### config.mk
export PLATFORM = sky130hd
export DESIGN_NAME = fifo_rd_sched
export DESIGN_NICKNAME = d
export VERILOG_FILES = /design/src/rtl/fifo_sched_pkg.sv /design/src/rtl/fifo_sched_skid.sv /design/src/rtl/fifo_rd_sched.sv
export SDC_FILE = /design/constraint.sdc
export NUM_CORES = 1
export LEC_CHECK = 0
export BUFFER_PORTS_ARGS = -buffer_cell sky130_fd_sc_hd__buf_2
export CAP_MARGIN = 40
export CORE_AREA = 10 10 89 91
export CTS_BUF_LIST = sky130_fd_sc_hd__clkbuf_16
export CTS_CLUSTER_SIZE = 40
export DETAILED_ROUTE_END_ITERATION = 16
export DIE_AREA = 0 0 99 101
export MAX_ROUTING_LAYER = met4
export PLACE_DENSITY = 0.74
export SLEW_MARGIN = 20
export SYNTH_ARGS = -nofsm -noshare
export SYNTH_HDL_FRONTEND = slang
export SYNTH_SLANG_ARGS = --single-unit
### constraint.sdc
create_clock -name sys_clk -period 2.74 [get_ports sys_clk]
set_input_delay 0.548 -clock sys_clk [delete_from_list [all_inputs] [get_ports sys_clk]]
set_output_delay 0.548 -clock sys_clk [all_outputs]
set_load 0.02 [all_outputs]
### src/rtl/fifo_sched_pkg.sv
// Types and defaults shared by the FIFO read-side scheduler and its skid buffer.
package fifo_sched_pkg;

    localparam int DATA_W_DEF  = 16;
    localparam int USEDW_W_DEF = 9;

    typedef enum logic {IDLE, BURST} state_e;

    typedef struct packed {
        logic                  sop;
        logic                  eop;
        logic [DATA_W_DEF-1:0] data;
    } tword_t;

endpackage

### src/rtl/fifo_sched_skid.sv
// Two-entry skid buffer; entry 0 is the head and drives the stream outputs straight from flops.
module fifo_sched_skid
    import fifo_sched_pkg::*;
#(
    parameter type word_t = tword_t
) (
    input  logic       clk,
    input  logic       rst_n,
    input  logic       push,
    input  word_t      push_word,
    input  logic       pop,
    output logic [1:0] occ,
    output word_t      head,
    output logic       valid
);

    word_t      e0_q, e0_d, e1_q, e1_d;
    logic [1:0] occ_q, occ_d;

    // pop is only ever asserted with valid, so occ_q >= 1 in the pop cases
    always_comb begin
        e0_d  = e0_q;
        e1_d  = e1_q;
        occ_d = occ_q;
        case ({push, pop})
            2'b10: begin
                if (occ_q == 2'd0) e0_d = push_word;
                else               e1_d = push_word;
                occ_d = occ_q + 2'd1;
            end
            2'b01: begin
                e0_d  = e1_q;
                occ_d = occ_q - 2'd1;
            end
            2'b11: begin
                if (occ_q == 2'd2) begin
                    e0_d = e1_q;
                    e1_d = push_word;
                end else begin
                    e0_d = push_word;
                end
            end
            default: ;
        endcase
    end

    always_ff @(posedge clk) begin
        if (!rst_n) begin
            e0_q  <= '0;
            e1_q  <= '0;
            occ_q <= 2'd0;
        end else begin
            e0_q  <= e0_d;
            e1_q  <= e1_d;
            occ_q <= occ_d;
        end
    end

    assign occ   = occ_q;
    assign head  = e0_q;
    assign valid = (occ_q != 2'd0);

endmodule

### src/rtl/fifo_rd_sched.sv
// Read-side burst scheduler: waits for a full burst (or times out on a partial one),
// reads the FIFO back-to-back and emits a sop/eop framed valid/ready stream.
module fifo_rd_sched
    import fifo_sched_pkg::*;
#(
    parameter int DATA_W    = DATA_W_DEF,
    parameter int USEDW_W   = USEDW_W_DEF,
    parameter int BURST_LEN = 64,
    parameter int TIMEOUT   = 1024
) (
    input  logic               sys_clk,
    input  logic               sys_rst_n,
    input  logic               enable,
    input  logic               rd_empty,
    input  logic [USEDW_W-1:0] rd_usedw,
    input  logic [DATA_W-1:0]  rd_data,
    output logic               rd_req,
    output logic [DATA_W-1:0]  out_data,
    output logic               out_valid,
    input  logic               out_ready,
    output logic               out_sop,
    output logic               out_eop,
    output logic               busy
);

    localparam int BL_W  = $clog2(BURST_LEN + 1);
    localparam int REM_W = (USEDW_W > BL_W) ? USEDW_W : BL_W;
    localparam int TMO_W = $clog2(TIMEOUT + 1);

    typedef struct packed {
        logic              sop;
        logic              eop;
        logic [DATA_W-1:0] data;
    } word_t;

    state_e           state_q, state_d;
    logic [REM_W-1:0] remain_q, remain_d;
    logic [TMO_W-1:0] tmo_q, tmo_d;
    logic             first_q, first_d;
    logic             pend_q, pend_sop_q, pend_eop_q;
    logic             req_sop, req_eop, space, pop, head_vld;
    logic [1:0]       skid_occ;
    word_t            head;

    always_comb begin
        state_d  = state_q;
        remain_d = remain_q;
        tmo_d    = tmo_q;
        first_d  = first_q;
        rd_req   = 1'b0;
        req_sop  = 1'b0;
        req_eop  = 1'b0;
        // a request now lands in the skid two edges later; leave room for it
        space    = ({1'b0, skid_occ} + {2'b00, pend_q}) <= (3'd1 + {2'b00, pop});
        case (state_q)
            IDLE: begin
                if (!enable || rd_usedw == '0) begin
                    tmo_d = '0;
                end else if (int'(rd_usedw) >= BURST_LEN) begin
                    remain_d = REM_W'(BURST_LEN);
                    tmo_d    = '0;
                    first_d  = 1'b1;
                    state_d  = BURST;
                end else if (tmo_q == TMO_W'(TIMEOUT - 1)) begin
                    remain_d = REM_W'(rd_usedw);
                    tmo_d    = '0;
                    first_d  = 1'b1;
                    state_d  = BURST;
                end else if (tmo_q != {TMO_W{1'b1}}) begin
                    tmo_d = tmo_q + TMO_W'(1);
                end
            end
            BURST: begin
                rd_req = !rd_empty && (remain_q != '0) && space;
                if (rd_req) begin
                    req_sop  = first_q;
                    req_eop  = (remain_q == REM_W'(1));
                    first_d  = 1'b0;
                    remain_d = remain_q - REM_W'(1);
                    if (req_eop) state_d = IDLE;
                end
            end
            default: state_d = IDLE;
        endcase
    end

    always_ff @(posedge sys_clk) begin
        if (!sys_rst_n) begin
            state_q    <= IDLE;
            remain_q   <= '0;
            tmo_q      <= '0;
            first_q    <= 1'b0;
            pend_q     <= 1'b0;
            pend_sop_q <= 1'b0;
            pend_eop_q <= 1'b0;
        end else begin
            state_q    <= state_d;
            remain_q   <= remain_d;
            tmo_q      <= tmo_d;
            first_q    <= first_d;
            pend_q     <= rd_req;
            pend_sop_q <= req_sop;
            pend_eop_q <= req_eop;
        end
    end

    // FIFO is non-show-ahead: rd_data belongs to last cycle's request, tags travel alongside
    fifo_sched_skid #(.word_t(word_t)) u_skid (
        .clk       (sys_clk),
        .rst_n     (sys_rst_n),
        .push      (pend_q),
        .push_word ('{sop: pend_sop_q, eop: pend_eop_q, data: rd_data}),
        .pop       (pop),
        .occ       (skid_occ),
        .head      (head),
        .valid     (head_vld)
    );

    assign pop       = head_vld && out_ready;
    assign out_valid = head_vld;
    assign out_data  = head.data;
    assign out_sop   = head.sop;
    assign out_eop   = head.eop;
    assign busy      = (state_q == BURST) || pend_q || head_vld;

endmodule

# Word-level counts from Yosys, hierarchy flattened
# Cells that the tools add are included.
# totals
ff_bits	63
input_bits	30
out_inout_bits	21
# op_classes
n_addsub	6
magnitude_cmp	2
n_eq_ne	13
n_mux	28
n_bitwise	1
n_reduce_logical	21
# ops
operator	n
18-bit 2-to-1 mux	4
18-bit case mux with 3 select lines	1
11-bit 2-to-1 mux	4
9-bit 2-to-1 mux	4
18-bit case mux with 2 select lines	1
9-bit case mux with 2 select lines	1
11-bit by 1-bit adder with 11-bit output, second input constant	1
11-bit by 10-bit == test with 1-bit output, second input constant	1
11-bit inequality test, second input constant	1
1-bit 2-to-1 mux	10
9-bit by 1-bit == test with 1-bit output, second input constant	1
9-bit by 7-bit greater-or-equal comparator with 1-bit output, second input constant	1
9-bit zero test	1
3-bit AND reduction	3
9-bit nonzero test	1
9-bit by 1-bit subtractor with 9-bit output, second input constant	1
2-bit == test, second input constant	3
2-bit by 1-bit inequality test with 1-bit output, second input constant	3
2-bit nonzero test	3
2-bit inequality test, second input constant	2
1-bit case mux with 2 select lines	2
2-bit case mux with 2 select lines	1
2-bit AND reduction	2
4-bit nonzero test	1
13 further kinds	18

# Longest topological paths before layout
# logic_depth
ltp_word	7
mapped_depth	10
mapped_depth_nobuf	9

# Hierarchy
# Synthesis repeated with hierarchy kept, for this count alone.
# hier_totals
cells_unflattened	407
area_unflattened_um2	3647.2
# by_module_without_submodules
mod	instances	cells_each	area_per_inst_um2
fifo_sched_skid	1	216	2042.0
fifo_rd_sched	1	191	1605.3

# Least setup slack after synthesis
# No wires, ideal clock.
# synth_timing
path_kind	input-to-output
from	input out_ready
to	output rd_req
t_arrival_ps	2261
t_required_ps	2192
setup_slack_ps	-69
path_stages	7
path_buffers	1
path_cell_list	nor2b_1 -> fa_1 -> or3b_2 -> a21oi_1 -> nand3_2 -> buf_6 -> inv_1
# synth_via
elab_chain_cells	5
# synth_rtl
item	line_no	rtl
from (decl)	fifo_rd_sched.sv:20	input logic out_ready,
1-bit logical AND	fifo_rd_sched.sv:119	assign pop = head_vld && out_ready;
1-bit by 1-bit adder with 2-bit output	fifo_rd_sched.sv:54	space = ({1'b0, skid_occ} + {2'b00, pend_q}) <= (3'd1 + {2'b00, pop});
3-bit by 2-bit <= comparator with 1-bit output	fifo_rd_sched.sv:54	
1-bit logical AND	fifo_rd_sched.sv:74	rd_req = !rd_empty && (remain_q != '0) && space;
1-bit 2-to-1 mux	fifo_rd_sched.sv:55	case (state_q)
to (decl)	fifo_rd_sched.sv:17	output logic rd_req,
# Every way passes these cells.

# Final worst setup path
# layout_timing
from	register u_skid.occ_q[0], in the netlist u_skid.occ[0]
to	output rd_req
# layout_via
elab_chain_cells	6
word_cells_on_any_way	7
classes_between	add/sub (2); order compare (1); mux (1); reduce/logical (3)
# layout_rtl
item	line_no	rtl
from (decl)	fifo_sched_skid.sv:18	logic [1:0] occ_q, occ_d;
from (signal assigned)	fifo_sched_skid.sv:51	occ_q <= 2'd0;
from (signal assigned)	fifo_sched_skid.sv:55	occ_q <= occ_d;
2-bit nonzero test	fifo_sched_skid.sv:61	assign valid = (occ_q != 2'd0);
1-bit logical AND	fifo_rd_sched.sv:119	
1-bit by 1-bit adder with 2-bit output	fifo_rd_sched.sv:54	
3-bit by 2-bit <= comparator with 1-bit output *	fifo_rd_sched.sv:54	
1-bit logical AND *	fifo_rd_sched.sv:74	
1-bit 2-to-1 mux *	fifo_rd_sched.sv:55	
# Mark *: on every way between the ends. The rest lies on a longest branch, timed or not.

==> flow_summary.yaml <==
run_status:
  run_status: "completed"
cts:
  worstSkewPairLatency_ns: 0.33
  cts_inserted_buffers: 9
  cts_root_buffer: "clkbuf_16"
  clock_sinks: 63
  cts_max_level: 3
  ctsHoldBuffers: 0
  cts.clk_slew.worst_paths_ns: 0.05
  cts_buffer_depth: 2
  cts_tree: "done"
global_route:
  grt_pass1_wl_mm: 12.79
  overflow: 0
  track_usage_pct: 15.60
  grt.met2_usage_pct: 24.55
  grt_pass1_vias: 2680
  antenna_found_initial: 0
  grt_max_degree: 47
  use_met3_pct: 5.624
  grtUsageMet1_pct: 18.11
  busiest_layer: "met2"
timing:
  final_max_slew_viol_count: 0
  setup_viol: 0
  finalClockSkew_ns: 0.003772
  worst_pin_slew_ns: 0.7933
  fin_crit_sh_pct: 100.0
  fmax_mhz: 365.0
  finalHoldViolations: 0
  post-route-min-period_ns: 2.740
  relSlewSlack_pct: 47.04
  rsz0062_at_grt: "yes"
detailed_routing:
  wl_per_cell_um: 15.29
  remaining_drc_errors: 0
  vias_per_cell: 5.713
  dr.pass1.iters: 5
  ant_nets: 0
  drt_iter0_markers: 160
  dr_total_vias: 2811
  drt-total-wl_mm: 7.525
critical_path:
  cp.arrival_ns: 2.19
  r2r-start: "u_skid.occ[0]$_SDFFE_PN0P_"
  crit_required_ns: 2.19
  critPathLaunch: "u_skid.occ[0]$_SDFFE_PN0P_"
  end_kind: "output pin"
  cp_max_fo: 4
  reg2reg_depth: 10
  start_kind: "flop"
  criticalPathCategory: "flop to output pin"
layout:
  finalNetCount: 450
  drive_above_1_share_pct: 26.51
  areaGrowthSynthToFinish_pct: 25.37
  diodes: 0
  fillers: 549
  finish.utilization_pct: 61.28
yosys:
  syn_area_per_cell_um2: 8.690
  yosysTopAreaCellShare_pct: 41.58
  synth_nets: 389
  yosys.area.top_type: "dfxtp_1"
  yosysSeqAreaShare_pct: 41.58
  synth.distinct_cells: 51
  synth_warnings: 0
  synth.area.top_cells: "dfxtp_1 (42%), mux2i_1 (6.3%), nor2_1 (6.1%)"
  yosys-top-cells-count: "dfxtp_1 (63), nor2_1 (49), nor3_1 (29)"
  ys_ff_latch: 63
  ys.flop_type: "dfxtp_1"
  netlist_instances: 349
  synth.most_common_cell: "dfxtp_1"
  async_reset_ff_share_pct: 0
  synth_edf_count: 0
  syn_area_um2: 3033
placed_design:
  place.gp.congestion: 0.8478
  dp_hpwl_mm: 4.980
  port_buffers: 50
worst_hold_path:
  min_from: "first_q$_SDFFE_PN0P_"
  hp-class: "flop to flop"
  hold_depth: 2
floorplanning:
  rows: 29
  dieArea_um2: 9999
  die-height_um: 101
  core_um2: 6205
  die_x_um: 99
  ios: 51
  initial_utilization_pct: 48.88
power_and_ir_drop:
  p_per_area_nw_per_um2: 694.9
  p_leak_uw: 0.001488
  total_power_uw: 2642
  ir_drop_mv: 0.4448
flow_run:
  maxCapViolCount: 0
## flip-flops by register name, indices dropped and copies added, names as in the netlist
signal and count:
u_skid.occ 2, pend_q 1, state_q 1, u_skid.e1_q 18
pend_sop_q 1, pend_eop_q 1, first_q 1, tmo_q 11
remain_q 9, u_skid.head 18
## where the power goes
part	switching (uW)	internal, uW
sequential	38.3	972
combinational	297	207
clock	426	703
total	761	1880
## path summary, 6_finish.rpt
path	to	slack (ns)
setup / recovery	rd_req	0.00007
hold / removal	first_q$_SDFFE_PN0P_	0.46
setup reg to reg	remain_q[6]$_SDFFE_PN0P_	0.19
hold reg to reg	first_q$_SDFFE_PN0P_	0.46
## placed cells by master (no fill, tap or decap), types with 5 or more instances in the layout
| cell type | Yosys | layout |
|---|---|---|
| mux2i_1 | 19 | 19 |
| a221oi_1 | 18 | 18 |
| o21ai_0 | 16 | 16 |
| inv_1 | 15 | 13 |
| nand2_1 | 26 | 26 |
| nor3_1 | 29 | 29 |
| buf_2 | 3 | 49 |
| a21oi_1 | 11 | 10 |
| nand3_1 | 6 | 6 |
| clkbuf_16 | 0 | 9 |
| dfxtp_1 | 63 | 60 |
| a31oi_1 | 5 | 5 |
| and3_1 | 6 | 6 |
| buf_4 | 0 | 17 |
| nand4_1 | 7 | 7 |
| nor2_1 | 49 | 48 |
| ha_1 | 9 | 8 |
## repair_timing
item,in CTS,in global routing
setup endpoints to repair,1,1
setup buffers,4,0
gates resized for setup,16,2
pin swaps,5,1
## critical path: stages (launching register included)
cell and delay [ns]:
dfxtp_4 0.38, nor2_4 0.05, nor2b_2 0.14, fa_1 0.45, or3b_4 0.40, a21oi_4 0.15
nand3_2 0.11, inv_2 0.08, buf_6 0.11
## cells by family (layout without fill, tap and decap cells)
| logic type | Yosys count | in the layout | share of synthesized area [%] |
|---|---|---|---|
| buffers and inverters | 35 | 101 | 5.198 |
| AND/OR/NAND/NOR | 146 | 146 | 23.76 |
| AO/OA/AOI/OAI | 72 | 72 | 17.57 |
| adder cells (fa/ha/maj) | 10 | 10 | 4.373 |
| flip-flops | 63 | 63 | 41.58 |
| XOR/XNOR | 3 | 3 | 0.8665 |
| multiplexers | 20 | 20 | 6.642 |
## metrics by stage
| stage | TNS, ns | area (um^2) | hold WS, ns | setup WS [ns] | instances |
|---|---|---|---|---|---|
| 6_report | 0 | 3802 | 0.4550 | 0.00007350 | 492 |
| 5_1_grt | -0.06816 | 3802 | 0.4859 | -0.06816 | 492 |
| 4_1_cts | -0.006430 | 3784 | 0.4574 | -0.006430 | 491 |
| 3_5_place_dp | -0.3845 | 3403 | 0.4500 | -0.1078 | 471 |
| 3_3_place_gp | -0.07940 | 3403 | 0.4368 | -0.05534 | 471 |
| 2_1_floorplan | 0 | 3037 | 0.4210 | 0.01443 | 349 |
## metal layers
| metal | vias up | wire length, um |
|---|---|---|
| li1 | 1399 | - |
| met1 | 1322 | 3208 |
| met2 | 82 | 3711 |
| met3 | 8 | 547 |
| met4 | 0 | 57 |
| met5 | - | 0 |
## area by class of cell
class,instances,area [um^2],share of cell area [%]
clock buffers,9,225.2,5.923
inverters,16,60.06,1.579
well taps,77,96.34,2.534
repair buffers,69,406.6,10.69
clock inverters,7,73.82,1.941
multi-input cells,251,1670,43.93
flip-flops and latches,63,1270,33.40
(Power assumes the default switching activity.)
